--- src/rtl/mem_copy_pkg.sv ---
// Shared definitions for the memory-to-memory copy engine: default bus widths
// and the FSM state encoding used by mem_copy_dma.
package mem_copy_pkg;

    localparam int DEF_ADDR_W = 32;
    localparam int DEF_DATA_W = 32;
    localparam int DEF_LEN_W  = 16;

    typedef enum logic [1:0] {
        IDLE  = 2'd0,
        READ  = 2'd1,
        WRITE = 2'd2,
        DONE  = 2'd3
    } state_t;

endpackage

--- src/rtl/mem_copy_dma_if.sv ---
// Single-port word memory bus shared by the copy engine (master) and the
// memory it drives (slave). read_data is combinational from address/MemRead.
interface mem_copy_dma_if
    import mem_copy_pkg::*;
#(
    parameter int ADDR_W = DEF_ADDR_W,
    parameter int DATA_W = DEF_DATA_W
) ();

    logic [ADDR_W-1:0] address;
    logic [DATA_W-1:0] write_data;
    logic [DATA_W-1:0] read_data;
    logic              MemRead;
    logic              MemWrite;

    modport master (
        output address,
        output write_data,
        output MemRead,
        output MemWrite,
        input  read_data
    );

    modport slave (
        input  address,
        input  write_data,
        input  MemRead,
        input  MemWrite,
        output read_data
    );

endinterface

--- src/rtl/mem_copy_dma.sv ---
// Memory copy engine: copies `length` words from src_addr to dst_addr,
// one read cycle then one write cycle per word, ascending addresses,
// pointers wrapping modulo 2^ADDR_W. Overlapping regions copy forward.
// Optional feature macro: MEM_COPY_CHECKSUM_EN adds a `checksum` output with
// the modulo-2^DATA_W sum of every word written in the current transfer.
module mem_copy_dma
    import mem_copy_pkg::*;
#(
    parameter int ADDR_W = DEF_ADDR_W,
    parameter int DATA_W = DEF_DATA_W,
    parameter int LEN_W  = DEF_LEN_W
) (
    input  logic              CLK,
    input  logic              RST_N,
    input  logic              start,
    input  logic [ADDR_W-1:0] src_addr,
    input  logic [ADDR_W-1:0] dst_addr,
    input  logic [LEN_W-1:0]  length,
    output logic              busy,
    output logic              done,
    output logic [LEN_W-1:0]  words_done,
    mem_copy_dma_if.master    mem
`ifdef MEM_COPY_CHECKSUM_EN
    ,
    output logic [DATA_W-1:0] checksum
`endif
);

    state_t            state_reg;
    logic [ADDR_W-1:0] src_ptr_reg;
    logic [ADDR_W-1:0] dst_ptr_reg;
    logic [LEN_W-1:0]  len_reg;
    logic [LEN_W-1:0]  words_done_reg;
    logic [LEN_W-1:0]  words_inc;
    logic              busy_reg;
    logic              done_reg;
    logic [ADDR_W-1:0] addr_reg;
    logic [DATA_W-1:0] wdata_reg;
    logic              mem_read_reg;
    logic              mem_write_reg;

    assign words_inc = words_done_reg + 1'b1;

    assign busy           = busy_reg;
    assign done           = done_reg;
    assign words_done     = words_done_reg;
    assign mem.address    = addr_reg;
    assign mem.write_data = wdata_reg;
    assign mem.MemRead    = mem_read_reg;
    assign mem.MemWrite   = mem_write_reg;

    // FSM plus datapath; strobes and bus values are set on the transition into
    // each state, so they are registered and only one strobe is ever high.
    // wdata_reg doubles as the word buffer between READ and WRITE.
    always_ff @(posedge CLK or negedge RST_N) begin
        if (!RST_N) begin
            state_reg      <= IDLE;
            src_ptr_reg    <= '0;
            dst_ptr_reg    <= '0;
            len_reg        <= '0;
            words_done_reg <= '0;
            busy_reg       <= 1'b0;
            done_reg       <= 1'b0;
            addr_reg       <= '0;
            wdata_reg      <= '0;
            mem_read_reg   <= 1'b0;
            mem_write_reg  <= 1'b0;
        end else begin
            case (state_reg)
                IDLE: begin
                    if (start) begin
                        words_done_reg <= '0;
                        if (length != '0) begin
                            src_ptr_reg  <= src_addr;
                            dst_ptr_reg  <= dst_addr;
                            len_reg      <= length;
                            addr_reg     <= src_addr;
                            mem_read_reg <= 1'b1;
                            busy_reg     <= 1'b1;
                            state_reg    <= READ;
                        end else begin
                            // Empty transfer: report completion without touching memory
                            done_reg  <= 1'b1;
                            state_reg <= DONE;
                        end
                    end
                end
                READ: begin
                    wdata_reg     <= mem.read_data;
                    addr_reg      <= dst_ptr_reg;
                    src_ptr_reg   <= src_ptr_reg + 1'b1;
                    mem_read_reg  <= 1'b0;
                    mem_write_reg <= 1'b1;
                    state_reg     <= WRITE;
                end
                WRITE: begin
                    mem_write_reg  <= 1'b0;
                    dst_ptr_reg    <= dst_ptr_reg + 1'b1;
                    words_done_reg <= words_inc;
                    if (words_inc == len_reg) begin
                        busy_reg  <= 1'b0;
                        done_reg  <= 1'b1;
                        state_reg <= DONE;
                    end else begin
                        addr_reg     <= src_ptr_reg;
                        mem_read_reg <= 1'b1;
                        state_reg    <= READ;
                    end
                end
                DONE: begin
                    done_reg  <= 1'b0;
                    state_reg <= IDLE;
                end
                default: state_reg <= IDLE;
            endcase
        end
    end

`ifdef MEM_COPY_CHECKSUM_EN
    logic [DATA_W-1:0] checksum_reg;

    assign checksum = checksum_reg;

    // Running sum of words as they are written; restarts on any accepted start
    always_ff @(posedge CLK or negedge RST_N) begin
        if (!RST_N) begin
            checksum_reg <= '0;
        end else if (state_reg == IDLE && start) begin
            checksum_reg <= '0;
        end else if (state_reg == WRITE) begin
            checksum_reg <= checksum_reg + wdata_reg;
        end
    end
`endif

endmodule

--- src/flat_wrapper.sv ---
// flat-port wrapper written by rule: the top's interface ports become plain ports
module mem_copy_dma_flat import mem_copy_pkg::*;
#(
    parameter int ADDR_W = DEF_ADDR_W,
    parameter int DATA_W = DEF_DATA_W,
    parameter int LEN_W  = DEF_LEN_W
)
  (CLK, RST_N, start, src_addr, dst_addr, length, busy, done, words_done, mem_address, mem_write_data, mem_MemRead, mem_MemWrite, mem_read_data);
  mem_copy_dma_if #(.ADDR_W(ADDR_W), .DATA_W(DATA_W)) mem_i ();
  input  logic CLK;
  input  logic RST_N;
  input  logic start;
  input  logic [ADDR_W-1:0] src_addr;
  input  logic [ADDR_W-1:0] dst_addr;
  input  logic [LEN_W-1:0] length;
  output logic busy;
  output logic done;
  output logic [LEN_W-1:0] words_done;
  output wire logic [$bits(mem_i.address)-1:0] mem_address;
  output wire logic [$bits(mem_i.write_data)-1:0] mem_write_data;
  output wire logic [$bits(mem_i.MemRead)-1:0] mem_MemRead;
  output wire logic [$bits(mem_i.MemWrite)-1:0] mem_MemWrite;
  input wire logic [$bits(mem_i.read_data)-1:0] mem_read_data;
  assign mem_address = mem_i.address;
  assign mem_write_data = mem_i.write_data;
  assign mem_MemRead = mem_i.MemRead;
  assign mem_MemWrite = mem_i.MemWrite;
  assign mem_i.read_data = mem_read_data;
  mem_copy_dma #(.ADDR_W(ADDR_W), .DATA_W(DATA_W), .LEN_W(LEN_W)) u_core (.CLK(CLK), .RST_N(RST_N), .start(start), .src_addr(src_addr), .dst_addr(dst_addr), .length(length), .busy(busy), .done(done), .words_done(words_done), .mem(mem_i));
endmodule
--- config.mk ---
export PLATFORM = sky130hd
export DESIGN_NAME = mem_copy_dma_flat
export DESIGN_NICKNAME = d
export VERILOG_FILES = /design/src/rtl/mem_copy_pkg.sv /design/src/rtl/mem_copy_dma_if.sv /design/src/rtl/mem_copy_dma.sv /design/src/flat_wrapper.sv
export SDC_FILE = /design/constraint.sdc
export NUM_CORES = 1
export LEC_CHECK = 0
export ABC_CLOCK_PERIOD_IN_PS = 3260
export BUFFER_PORTS_ARGS = -buffer_cell sky130_fd_sc_hd__buf_2
export CORE_MARGIN = 5
export CORE_UTILIZATION = 50
export CTS_BUF_LIST = sky130_fd_sc_hd__clkbuf_4 sky130_fd_sc_hd__clkbuf_8
export DETAILED_ROUTE_END_ITERATION = 10
export PLACE_DENSITY = 0.82
export SLEW_MARGIN = 5
export SYNTH_ARGS = -nofsm -noshare
export SYNTH_HDL_FRONTEND = slang
export SYNTH_SLANG_ARGS = --single-unit
--- constraint.sdc ---
create_clock -name CLK -period 3.26 [get_ports CLK]
set_clock_uncertainty 0.05 [all_clocks]
set_input_delay 0.652 -clock CLK [delete_from_list [all_inputs] [get_ports CLK]]
set_output_delay 0.652 -clock CLK [all_outputs]
set_load 0.02 [all_outputs]
==> impl_metrics.env <==
export IMPL_status="complete, no violations"
export IMPL_io_pins=199
export IMPL_hold_class="input port to asynchronous set/reset pin"
export IMPL_syn_avg_cell_area_um2=8.938
export IMPL_grt_max_degree=100
export IMPL_hold_viol=0
export IMPL_end_kind="flop"
export IMPL_drt_wl_total_um=31690
export IMPL_clk_pin_slew_ps=90
export IMPL_rsz0062_at_grt="no"
export IMPL_post_cts_buffers=0
export IMPL_period_share=0.8862
export IMPL_finalSetupTns_ps=0
export IMPL_grt_pass1_vias=9607
export IMPL_numPlacedInstances=1566
export IMPL_vias=10126
export IMPL_die_area_um2=23810
export IMPL_cp_top_family="simple AND/OR/NAND/NOR gates"
export IMPL_cp_required_ps=3570
export IMPL_wl_per_cell_um=19.83
export IMPL_synth_enable_flop_cells=0
export IMPL_slowest_stage="dfrtp_1"
export IMPL_yosysWarnings=0
export IMPL_cts_sinks=166
export IMPL_io_buffers=198
export IMPL_design_area_um2=12120
export IMPL_drc=0
export IMPL_finalMaxSlewViolations=0
export IMPL_dr_pass1_iters=5
export IMPL_start_util=0.5113
export IMPL_cp_buffers_inverters=1
export IMPL_post_synth_top_count_cell="dfrtp_1"
export IMPL_crit_path_max_fanout=14
export IMPL_netlist_instances=1165
export IMPL_leakage_nw=5.356
export IMPL_yosys_top_cells_count="dfrtp_1 (166), nand2_1 (122), clkbuf_1 (82)"
export IMPL_antennaDiodeCount=0
export IMPL_synth_area_um2=10410
export IMPL_ant_nets=0
export IMPL_maxCapViolations=0
export IMPL_setup_viol=0
export IMPL_grt_pass1_wl_um=50790
export IMPL_clock_fmax_mhz=346.1
export IMPL_instances_no_fill=1598
export IMPL_area_growth_pct=16.37
export IMPL_htree_num_levels=4
export IMPL_gp_congestion=0.9169
export IMPL_drt_iter0_drc=1040
export IMPL_clk_latency_ps=480
export IMPL_layout_nets=1438
export IMPL_cts_tree="done"
export IMPL_grt_ovfl_total=0
export IMPL_layout_drive_gt1_share=0.2771
export IMPL_gr_usage_all_layers=0.2614
export IMPL_synth_nets=1288
export IMPL_min_period_ps=2889
export IMPL_num_rows=52
export IMPL_root_buffer="clkbuf_8"
export IMPL_cts_buffers=17
export IMPL_synth_top_area_frac=0.3989
export IMPL_ys_flop_type="dfrtp_1"
export IMPL_yosysSeqAreaShare=0.3989
export IMPL_coreArea_um2=20360
export IMPL_hold_buffers=0
export IMPL_routed_via_density=6.337
export IMPL_die_w_um=154.3
export IMPL_path_cells="ha_1 > nand3_2 > xnor2_1 > mux2_1 > nor4_4 > and4_2 > buf_12 > o21ai_1"
export IMPL_tightestPinTransition_ps=1124
export IMPL_place_area_um2=11710
export IMPL_ys_top_cells_by_area="dfrtp_1 (40%), mux2_2 (5.3%), nand2_1 (4.4%)"
export IMPL_cts_max_path_buffers=2
export IMPL_cts_resized=0
export IMPL_max_stage_delay_ps=500
export IMPL_die_h_um=154.3
export IMPL_async_flop_share=1.000
export IMPL_yosysUniqueCellTypes=76
export IMPL_dp_hpwl_um=22490
export IMPL_arrival_ps=3200
export IMPL_critPathKind="flop to flop"
export IMPL_slew_headroom=0.2506
export IMPL_synth_largest_area_cell="dfrtp_1"
export IMPL_ys_ff_latch=166
export IMPL_vdd_drop_max_mv=0.2804
export IMPL_cp_start_kind="flop"
export IMPL_power_density_nw_per_um2=383.7
export IMPL_antenna_found_initial=0
==> per-stage QoR <==
stage	worst slack [ps]	utilization	hold slack [ps]	power [mW]
2_1_floorplan	531.3	-	306.4	2.743
3_3_place_gp	316.1	0.5748	405.0	3.062
3_5_place_dp	243.7	0.5748	417.1	3.090
4_1_cts	396.0	0.5950	188.9	4.668
5_1_grt	201.8	0.5950	215.3	4.845
6_report	371.1	0.5950	175.2	4.649
==> power by group <==
group | switching [mW] | internal [mW]
logic | 0.377 | 0.269
clock network | 0.828 | 0.761
registers | 0.212 | 2.20
==> cell type report <==
cell class                      count  area [um2]
Clock buffer                       17       234.0
Clock inverter                     15       177.7
Fill cell                        1747        8248
Inverter                           19       71.32
Multi-Input combinational cell    880        5797
Sequential cell                   166        4154
Tap cell                          270       337.8
Timing Repair Buffer              231        1345
==> path summary, 6_finish.rpt <==
path	startpoint	to	slack [ps]	cells after the start
min reg2reg	u_core.busy$_DFFE_PN0P_	u_core.busy$_DFFE_PN0P_	440	1
min in group CLK	mem_read_data[12]	u_core.mem.write_data[12]$_DFFE_PN0P_	350	2
max reg2reg	u_core.words_done[0]$_DFFE_PN0P_	u_core.mem.address[31]$_DFFE_PN0P_	370	8
max in group asynchronous	RST_N	u_core.dst_ptr_reg[22]$_DFFE_PN0P_	2240	2
min	RST_N	u_core.mem.address[24]$_DFFE_PN0P_	180	1
max	u_core.words_done[0]$_DFFE_PN0P_	u_core.mem.address[31]$_DFFE_PN0P_	370	8
==> cells by family after synthesis <==
logic type | after synthesis | share of synthesized area
XOR/XNOR | 19 | 0.01598
AND/OR/NAND/NOR | 398 | 0.1977
multiplexers | 76 | 0.07907
adder cells (fa/ha/maj) | 8 | 0.009613
flip-flops | 166 | 0.3989
buffers and inverters | 119 | 0.05083
AO/OA/AOI/OAI | 379 | 0.2479
==> layout by cell type (no fill, tap or decap), types with 5 or more instances in the layout <==
| cell type | instances |
|---|---|
| nor4_1 | 6 |
| nand2_1 | 122 |
| a21oi_1 | 65 |
| nor3_1 | 54 |
| a41oi_1 | 35 |
| a31oi_1 | 10 |
| nand2b_1 | 5 |
| nand3_1 | 52 |
| and4_1 | 10 |
| ha_1 | 5 |
| inv_1 | 19 |
| buf_12 | 8 |
| buf_2 | 197 |
| o22ai_1 | 47 |
| o21ai_0 | 67 |
| mux2i_1 | 25 |
| xnor2_1 | 13 |
| buf_4 | 25 |
| and3_1 | 25 |
| nor2_1 | 46 |
| o21ai_1 | 5 |
| mux2_2 | 49 |
| a22oi_1 | 32 |
| nand4_1 | 15 |
| nor2b_1 | 33 |
| o211ai_1 | 34 |
| o31ai_1 | 7 |
| dfrtp_1 | 166 |
| o21ai_2 | 30 |
| xor2_1 | 6 |
| clkbuf_8 | 17 |
| clkinvlp_4 | 5 |
| a21o_1 | 6 |
==> layer usage <==
layer	share of wire	track usage	vias to the layer above
met4	0.036	0.09588	0
met1	0.41	0.3478	4898
li1	-	-	4695
met5	0	0	-
met2	0.48	0.4162	461
met3	0.077	0.06398	72
Note: power is estimated with default switching activity, not from simulation.
